**config.mk**
```make
export PLATFORM = sky130hd
export DESIGN_NAME = memory_stage
export DESIGN_NICKNAME = d
export VERILOG_FILES = /design/src/rtl/memory_stage.sv
export SDC_FILE = /design/constraint.sdc
export NUM_CORES = 1
export LEC_CHECK = 0
export ABC_AREA = 1
export CAP_MARGIN = 10
export CORE_MARGIN = 4
export CORE_UTILIZATION = 37
export DETAILED_ROUTE_END_ITERATION = 10
export PLACE_DENSITY = 0.77
export SLEW_MARGIN = 40
export SYNTH_ARGS = -nofsm -noshare
export SYNTH_HDL_FRONTEND = slang
export SYNTH_SLANG_ARGS = --single-unit
```
**constraint.sdc**
```tcl
create_clock -name clk -period 1.08 [get_ports clk]
set_input_delay 0.108 -clock clk [delete_from_list [all_inputs] [get_ports clk]]
set_output_delay 0.108 -clock clk [all_outputs]
set_load 0.05 [all_outputs]
```
**src/rtl/memory_stage.sv**
```systemverilog
// Memory stage: data-memory loads/stores over a req/ack bus, stalls upstream while busy.
// Optional access timeout with sticky mem_error when MEM_TIMEOUT_EN is defined.
`timescale 1ns/1ps
module memory_stage #(
    parameter int ADDR_WIDTH = 11
`ifdef MEM_TIMEOUT_EN
    ,
    parameter int TIMEOUT_CYCLES = 15
`endif
) (
    input  logic                  clk,
    input  logic                  reset,
    input  logic [15:0]           alu_result_from_execute,
    input  logic                  reg_write_from_execute,
    input  logic [2:0]            reg_write_address_from_execute,
    input  logic [15:0]           sign_extend_from_execute,
    input  logic                  write_back_select_from_execute,
    input  logic [15:0]           reg_file_read_data1_from_execute,
    input  logic                  mem_read_from_execute,
    input  logic                  mem_write_from_execute,
    output logic                  stall,
    output logic                  mem_req,
    output logic                  mem_we,
    output logic [ADDR_WIDTH-1:0] mem_addr,
    output logic [15:0]           mem_wdata,
    input  logic [15:0]           mem_rdata,
    input  logic                  mem_ack,
    output logic                  reg_write_to_wb,
    output logic [2:0]            reg_write_address_to_wb,
    output logic [15:0]           alu_result_to_wb,
    output logic [15:0]           mem_data_to_wb,
    output logic [15:0]           sign_extend_to_wb,
    output logic                  write_back_select_to_wb
`ifdef MEM_TIMEOUT_EN
    ,
    output logic                  mem_error
`endif
);

    typedef enum logic {IDLE, ACCESS} state_t;

    state_t state;
    logic   access;
    logic   is_read;
    logic   in_access;
    logic   acked;
    logic   timeout;
    logic   done;
    logic   wb_load;

    assign access    = mem_read_from_execute | mem_write_from_execute;
    assign is_read   = mem_read_from_execute & ~mem_write_from_execute;
    assign in_access = (state == ACCESS);
    assign acked     = in_access & mem_ack;

`ifdef MEM_TIMEOUT_EN
    localparam int CW = $clog2(TIMEOUT_CYCLES + 1);
    logic [CW-1:0] cycle_count;

    assign timeout = in_access & ~mem_ack &
                     (cycle_count == CW'(TIMEOUT_CYCLES - 1));

    always_ff @(posedge clk or negedge reset) begin
        if (!reset) begin
            cycle_count <= '0;
            mem_error   <= 1'b0;
        end else begin
            cycle_count <= in_access ? cycle_count + CW'(1) : '0;
            if (timeout)
                mem_error <= 1'b1;
        end
    end
`else
    assign timeout = 1'b0;
`endif

    assign done    = acked | timeout;
    assign stall   = in_access ? ~done : access;
    // MEM/WB advances exactly when upstream is allowed to advance
    assign wb_load = ~stall;

    always_ff @(posedge clk or negedge reset) begin
        if (!reset) begin
            state     <= IDLE;
            mem_req   <= 1'b0;
            mem_we    <= 1'b0;
            mem_addr  <= '0;
            mem_wdata <= '0;
        end else begin
            unique case (state)
                IDLE: begin
                    if (access) begin
                        state     <= ACCESS;
                        mem_req   <= 1'b1;
                        mem_we    <= mem_write_from_execute;
                        mem_addr  <= alu_result_from_execute[ADDR_WIDTH-1:0];
                        mem_wdata <= reg_file_read_data1_from_execute;
                    end
                end
                ACCESS: begin
                    if (done) begin
                        state   <= IDLE;
                        mem_req <= 1'b0;
                    end
                end
                default: state <= IDLE;
            endcase
        end
    end

    always_ff @(posedge clk or negedge reset) begin
        if (!reset) begin
            reg_write_to_wb         <= 1'b0;
            reg_write_address_to_wb <= '0;
            alu_result_to_wb        <= '0;
            mem_data_to_wb          <= '0;
            sign_extend_to_wb       <= '0;
            write_back_select_to_wb <= 1'b0;
        end else if (wb_load) begin
            reg_write_to_wb         <= reg_write_from_execute & ~timeout;
            reg_write_address_to_wb <= reg_write_address_from_execute;
            alu_result_to_wb        <= alu_result_from_execute;
            mem_data_to_wb          <= (acked & is_read) ? mem_rdata : 16'h0;
            sign_extend_to_wb       <= sign_extend_from_execute;
            write_back_select_to_wb <= write_back_select_from_execute;
        end else begin
            reg_write_to_wb <= 1'b0;
        end
    end

endmodule

```
==> results of run 1 <==
## power by group through the flow
stage	registers, µW	clock network [µW]	logic (µW)
floorplan	8460	0	1630
global placement	5350	0	10600
detailed placement	5410	0	10800
CTS	5350	2290	11400
global route	5620	2440	12500
finish	5490	2270	12000
## cells by family after synthesis
kind of cell | count (synthesis) | share of synthesized area (%)
AO/OA/AOI/OAI | 1 | 0.496
AND/OR/NAND/NOR | 249 | 31.9
flip-flops | 83 | 63.3
buffers and inverters | 23 | 4.38
## repair_timing
item                       4_1_cts  5_1_grt
resized for setup               12       58
cloned                           5        7
buffers inserted                 5        7
hold endpoints to repair        83        0
pin swaps                       13       21
hold buffers                     1        0
setup endpoints to repair       82       89
## cell usage after synthesis
master	instances	area (µm²)
buf_2	7	35.0
buf_4	3	22.5
buf_6	5	56.3
clkbuf_1	3	11.3
clkinv_1	1	3.75
dfrtp_1	83	2080
inv_1	3	11.3
inv_2	1	3.75
nand2_1	188	706
nand2_2	1	6.26
nand2_4	3	33.8
nand3_1	52	260
nand3_4	1	17.5
nor2_1	3	11.3
nor2_4	1	11.3
o21ai_4	1	16.3
## metal layers
| metal | vias to the layer above | part of all wire, % | GRT usage, % |
|---|---|---|---|
| li1 | 1499 | - | - |
| met1 | 1607 | 37 | 24.6 |
| met2 | 107 | 56 | 37.8 |
| met3 | 18 | 5.3 | 3.34 |
| met4 | 0 | 1.8 | 6.05 |
| met5 | - | 0 | 0 |
## layout make-up
cell class,count,share of cell area [%]
Timing Repair Buffer,197,45.1
Sequential cell,83,31.2
Multi-Input combinational cell,250,18.4
Clock buffer,10,2.06
Tap cell,108,2.02
Clock inverter,6,0.973
Inverter,5,0.281
## cell usage in the layout, fill, tap and decap left out, drive strengths merged
cell	count
clkinvlp	1
nand2	192
buf	118
bufinv	1
nor2	4
nand3	53
dlygate4sd3	1
o21ai	1
clkinv	5
dfrtp	83
clkbuf	16
inv	4
clkdlybuf4s50	72
## state kept, by name (all words and copies together), names as in the netlist, 3 cells and up
| signal | count |
|---|---|
| mem_addr | 11 |
| alu_result_to_wb | 16 |
| reg_write_address_to_wb | 3 |
| mem_wdata | 16 |
| mem_data_to_wb | 16 |
| sign_extend_to_wb | 16 |
## critical path: cells and delay by family, from the launching register on
family	cells	cell delay [ns]
and+or+nand+nor	2	0.17
DFF	1	0.42
buffers and inverters	2	0.28
## worst paths after layout
check	start	to	slack, ns
min in group asynchronous	reset	mem_data_to_wb[0]	0.34
min reg2reg	write_back_select_to_wb	write_back_select_to_wb	0.54
max reg2reg	in_access	alu_result_to_wb[2]	-0.23
max in group asynchronous	reset	mem_addr[6]	0.37
min	reg_write_from_execute	reg_write_to_wb	0.30
max	in_access	stall	-0.24
## per-stage QoR
stage          util, %  power [µW]  instances  setup TNS [ns]  instance area (µm²)
4_1_cts           73.0       19000        647          -14.20                 6340
6_report          77.1       19700        659          -14.68                 6690
3_3_place_gp      67.9       16000        620          -25.41                 5890
3_5_place_dp      67.9       16200        620          -29.28                 5890
2_1_floorplan        -       10100        356          -0.642                 3290
5_1_grt           77.1       20500        659          -20.80                 6690
==> flow_summary.toml, run 1 <==
[power_and_ir_drop]
power_frac_seq_pct = 27.8
leakagePower_uw = 0.00327
p_sw_uw = 8610
combPwrFrac_pct = 60.7
power-per-cell-area_mw_per_mm2 = 2950
p_clk_share_pct = 11.5
peakVddDrop_v = 0.00183
swShare_pct = 43.6
p_int_uw = 11100

[logic_synthesis]
ys_warn_count = 0
ys_seq_area_share_pct = 63.3
syn_inst = 356
synthDistinctLibCells = 16
synth_nets = 430
synth-seq-cells = 83
synthesis.area_mm2 = 0.00328
syn_area_per_cell_um2 = 9.22

[sta]
setup_viol = 82
tightest_slew_ns = 0.472
fin_skew_ns = 0.00926
slew_violations = 0
period_share_pct = 123
fin_hold_ws_ns = 0.300
rsz0062_at_grt = "true"
finalHoldViolations = 0
fin_ws_ns = -0.245
period_needed_ns = 1.32
relSlewSlack_pct = 68.5
fmax_ghz = 0.755

[worst_setup_path]
crit_type = "flip-flop to output port"
critPathMaxStageDelay_ns = 0.42
slowest_stage = "dfrtp_1"
worstPathRequired_ns = 0.97
worstRegToRegCells = 7
startpoint_type = "flip-flop"
path_cells = "inv_2 -> nand2_4 -> nand3_4 -> buf_8"
arrival_ns = 1.22
crit_fanout = 3
worstSetupEndpointType = "output port"

[die]
pin_count = 157
fp.dieW_um = 102
start_util_pct = 37.8
die_y_um = 102
core_mm2 = 0.00868
rows = 34
dieArea_mm2 = 0.0104

[placement]
place_congestion = 0.808
hpwl_um = 7380
pre_cts_slack_ns = -0.415
port_buffers = 156

[layout]
areaGrowthSynthToFinish_pct = 104
regArea_mm2 = 0.00208
nNetsFinal = 620
multi_input_area_mm2 = 0.00123
fill_cells = 553
drive_above_1_share_pct = 35.6
diodes = 0

[routing]
drt-pass1-iter-count = 4
antenna_left = 0
vias = 3231
wl_per_cell_um = 17.5
drt-total-wl_um = 11500
route.detailed.drc = 0
vias_per_cell = 4.90
dr.first_iter.drc_count = 125

[global_routing]
grtUsageTotal_pct = 20.5
antenna_found_initial = 0
grt_pass1_wl_um = 16700
grt_overflow = 0
grt_max_degree = 84
grt_pass1_vias = 3308

[cts]
clock-sinks = 83
numCtsBuffers = 9
path_clk_slew_ns = 0.08
h-tree-depth = 3
clk_latency_ns = 0.34
clockRootBuffer = "clkbuf_8"
clock_path_buffers = 2
tritoncts = "yes"

[run]
cap_violations = 0

[outcome]
violations = "negative setup slack"
status = "finished with violations"

[hold_path]
holdPathStages = 3
min_path_type = "input pin to flip-flop"
No activity file was read; power rests on OpenSTA's default activity.
==> run 2: changes to the inputs <==
Settings changed: SKIP_CTS_REPAIR_TIMING from default to 1.
==> flow_summary.toml, run 2 (synthesized netlist as in run 1, its figures left out) <==
[worst_setup_path]
timing.rr.start = "in_access"
r2r_end = "sign_extend_to_wb[9]"
startpoint_type = "flip-flop"
worstPathRequired_ns = 1.36
crit_type = "flip-flop to flip-flop"
worstSetupEndpointType = "flip-flop"
startpoint = "in_access"
arrival_ns = 1.67
crit_fanout = 5
rrSetupSlack_ns = -0.31
worstRegToRegCells = 7

[power_and_ir_drop]
leakagePower_uw = 0.00336
power_uw = 19700
power-per-cell-area_mw_per_mm2 = 2920
peakVddDrop_v = 0.00179

[global_routing]
grtUsageTotal_pct = 19.2
grt_pass1_wl_um = 15700
grt_max_degree = 84
antenna_found_initial = 0
grt_pass1_vias = 3201
grt_overflow = 0

[cts]
clk_latency_ns = 0.35
path_clk_slew_ns = 0.08
h-tree-depth = 3
clockRootBuffer = "clkbuf_8"
tritoncts = "yes"
clock_path_buffers = 2
clock-sinks = 83
numCtsBuffers = 9

[routing]
drt-pass1-iter-count = 5
vias = 3288
dr.first_iter.drc_count = 142
antenna_left = 0
route.detailed.drc = 0
vias_per_cell = 4.86
wl_per_cell_um = 17.4
drt-total-wl_um = 11800

[die]
pin_count = 157
die_y_um = 102
start_util_pct = 37.8
rows = 34
dieArea_mm2 = 0.0104
core_mm2 = 0.00868
fp.dieW_um = 102

[placement]
place_area_mm2 = 0.00589
pre_cts_slack_ns = -0.415
place_congestion = 0.808
hpwl_um = 7380
port_buffers = 156

[layout]
most-common-layout-cells = "169 x nand2_1, 90 x buf_12, 82 x dfrtp_1, 72 x clkdlybuf4s50_1, 46 x nand3_1"
diodes = 0
regArea_mm2 = 0.00208
areaGrowthSynthToFinish_pct = 105
multi_input_area_mm2 = 0.00121
fill_cells = 550
drive_above_1_share_pct = 34.1
nNetsFinal = 638
final_common_cell = "nand2_1"
final_area_mm2 = 0.00674

[sta]
period_share_pct = 129
slew_violations = 0
tightest_slew_ns = 0.452
fmax_ghz = 0.718
period_needed_ns = 1.39
relSlewSlack_pct = 69.8
finalHoldViolations = 0
fin_hold_ws_ns = 0.302
setup_viol = 83
rsz0062_at_grt = "true"
fin_ws_ns = -0.313
tns_ns = -18.42
fin_skew_ns = 0.0125

[run]
cap_violations = 0

[hold_path]
hold_start = "reg_write_from_execute"
holdPathStages = 3
min_path_type = "input pin to flip-flop"
whs_endpoint = "reg_write_to_wb"

[outcome]
status = "finished with violations"
violations = "negative setup slack"
## run 2: how the worst max path moves through the flow
stage                                 to  depth (start not counted)
finish              sign_extend_to_wb[9]                          7
global route        sign_extend_to_wb[9]                          7
CTS                                stall                          4
detailed placement  alu_result_to_wb[10]                          6
global placement     alu_result_to_wb[3]                          6
floorplan           alu_result_to_wb[10]                          5
## run 2: where the power goes
part,switching [µW],internal (µW)
clock,1120,1130
sequential,1210,4160
combinational,6200,5850
total,8530,11100
## run 2: per-stage QoR
step | utilization, % | cells
after floorplan | - | 356
after global placement | 67.9 | 620
after detailed placement | 67.9 | 620
after CTS | 70.2 | 636
after global routing | 77.7 | 677
final | 77.7 | 677
## run 2: worst max-delay path, cell delays in order (launching register included)
cell and delay (ns):
dfrtp_1 0.41, inv_2 0.09, buf_4 0.14, buf_6 0.12, o21ai_4 0.16, clkbuf_16 0.23
nand3_1 0.09, nand2_1 0.09
## run 2: cell type report
cell class	instances	share of cell area (%)
multi-input combinational	252	18.0
sequential	83	30.8
timing repair buffer	213	45.9
clock inverter	6	0.965
inverter	5	0.278
clock buffer	10	2.04
tap	108	2.00
## run 2: per-layer routing
metal / part of all wire [%] / routed length [µm] / vias to the layer above / track usage (%)
li1: - / - / 1534 / -
met1: 38 / 4480 / 1606 / 23.3
met2: 55 / 6480 / 128 / 34.2
met3: 5.0 / 587 / 20 / 4.91
met4: 1.9 / 218 / 0 / 4.84
met5: 0 / 0 / - / 0
==> run 3: changes to the inputs <==
Settings changed: SETUP_SLACK_MARGIN from default to 0.1.
==> flow_summary.toml, run 3 (synthesized netlist as in run 1, its figures left out) <==
[layout]
stdcell_count = 675
fill_cells = 579
final_util_pct = 74.7
drive_above_1_share_pct = 29.5
most-common-layout-cells = "186 x nand2_1, 88 x buf_12, 83 x dfrtp_1, 72 x clkdlybuf4s50_1, 49 x nand3_1"
areaGrowthSynthToFinish_pct = 97.4
final_common_cell = "nand2_1"
nNetsFinal = 637
diodes = 0

[worst_setup_path]
slowest_stage = "dfrtp_1"
worstPathRequired_ns = 1.36
arrival_ns = 1.64
worstSetupEndpointType = "flip-flop"
path_cells = "inv_2 -> buf_4 -> o21ai_4 -> clkbuf_16 -> nand3_1 -> nand2_1"
crit_type = "flip-flop to flip-flop"
crit_fanout = 9
startpoint_type = "flip-flop"
critPathMaxStageDelay_ns = 0.42

[sta]
fin_ws_ns = -0.275
rsz0062_at_grt = "true"
tightest_slew_ns = 0.596
period_share_pct = 125
fin_skew_ns = 0.0121
fin_hold_ws_ns = 0.201
finalHoldViolations = 0
setup_viol = 83
relSlewSlack_pct = 60.1
fmax_ghz = 0.738
tns_ns = -16.43
slew_violations = 0
period_needed_ns = 1.36

[cts]
h-tree-depth = 3
clock-sinks = 83
clockRootBuffer = "clkbuf_8"
path_clk_slew_ns = 0.09
clock_path_buffers = 2
clk_latency_ns = 0.34
tritoncts = "yes"
numCtsBuffers = 9

[placement]
place_congestion = 0.759
hpwl_um = 7390
port_buffers = 156
placedCellCount = 622

[hold_path]
min_path_type = "input pin to asynchronous set/reset pin"

[outcome]
status = "finished with violations"
violations = "negative setup slack"

[routing]
antenna_left = 0
dr.first_iter.drc_count = 114
vias = 3213
wl_per_cell_um = 16.5
route.detailed.drc = 0
vias_per_cell = 4.76
drt-pass1-iter-count = 5
drt-total-wl_um = 11100

[die]
dieArea_mm2 = 0.0104
start_util_pct = 37.8
core_mm2 = 0.00868
pin_count = 157
die_y_um = 102
rows = 34
fp.dieW_um = 102

[global_routing]
grt_pass1_vias = 3067
grt_overflow = 0
grt_max_degree = 43
antenna_found_initial = 0
grtUsageTotal_pct = 19.0
grt_pass1_wl_um = 15500

[power_and_ir_drop]
power-per-cell-area_mw_per_mm2 = 2920
leakagePower_uw = 0.00325
peakVddDrop_v = 0.00185

[run]
cap_violations = 0
## run 3: report_power, final
| part | switching [µW] | internal [µW] |
|---|---|---|
| clock | 1090 | 879 |
| sequential | 1180 | 4160 |
| combinational | 6030 | 5610 |
| total | 8300 | 10700 |
## run 3: through the flow
step           cell area, µm²  setup slack [ns]  total power (µW)
3_3_place_gp             5880            -0.400             15900
3_5_place_dp             5880            -0.439             16100
4_1_cts                  6040            -0.444             18100
6_report                 6480            -0.275             18900
2_1_floorplan            3320           -0.0388             10100
5_1_grt                  6480            -0.339             19700
## run 3: worst max-delay path, delay by kind of cell, from the launching register on
kind	cells	cell delay (ns)
flops	1	0.42
simple gates	2	0.15
buf+inv	3	0.51
compound gates	1	0.22
## run 3: worst paths after layout
path	startpoint	endpoint	slack, ns	cells after the start
worst max-delay path	in_access	alu_result_to_wb[14]	-0.28	6
worst min-delay path	reset	mem_data_to_wb[8]	0.20	2
worst max register to register	in_access	alu_result_to_wb[14]	-0.28	6
worst min register to register	sign_extend_to_wb[11]	sign_extend_to_wb[11]	0.54	2
max in group asynchronous	reset	sign_extend_to_wb[5]	0.37	3
min in group clk	reg_write_from_execute	reg_write_to_wb	0.27	3
## run 3: routing by layer
metal  vias to the layer above  global-route usage (%)  part of all wire [%]
met5                         -                       0                     0
met4                         0                    7.06                   2.5
li1                       1531                       -                     -
met3                        27                    4.98                   6.8
met1                      1528                    24.5                    39
met2                       127                    30.9                    51
## run 3: layout make-up
cell class              instances  area, µm²  share of cell area (%)
clock inverters                 3       15.0                   0.232
multi-input cells             252       1120                    17.3
well taps                     108        135                    2.08
repair buffers                212       2970                    45.8
clock buffers                  12        145                    2.24
flip-flops and latches         83       2080                    32.0
inverters                       5       18.8                   0.290
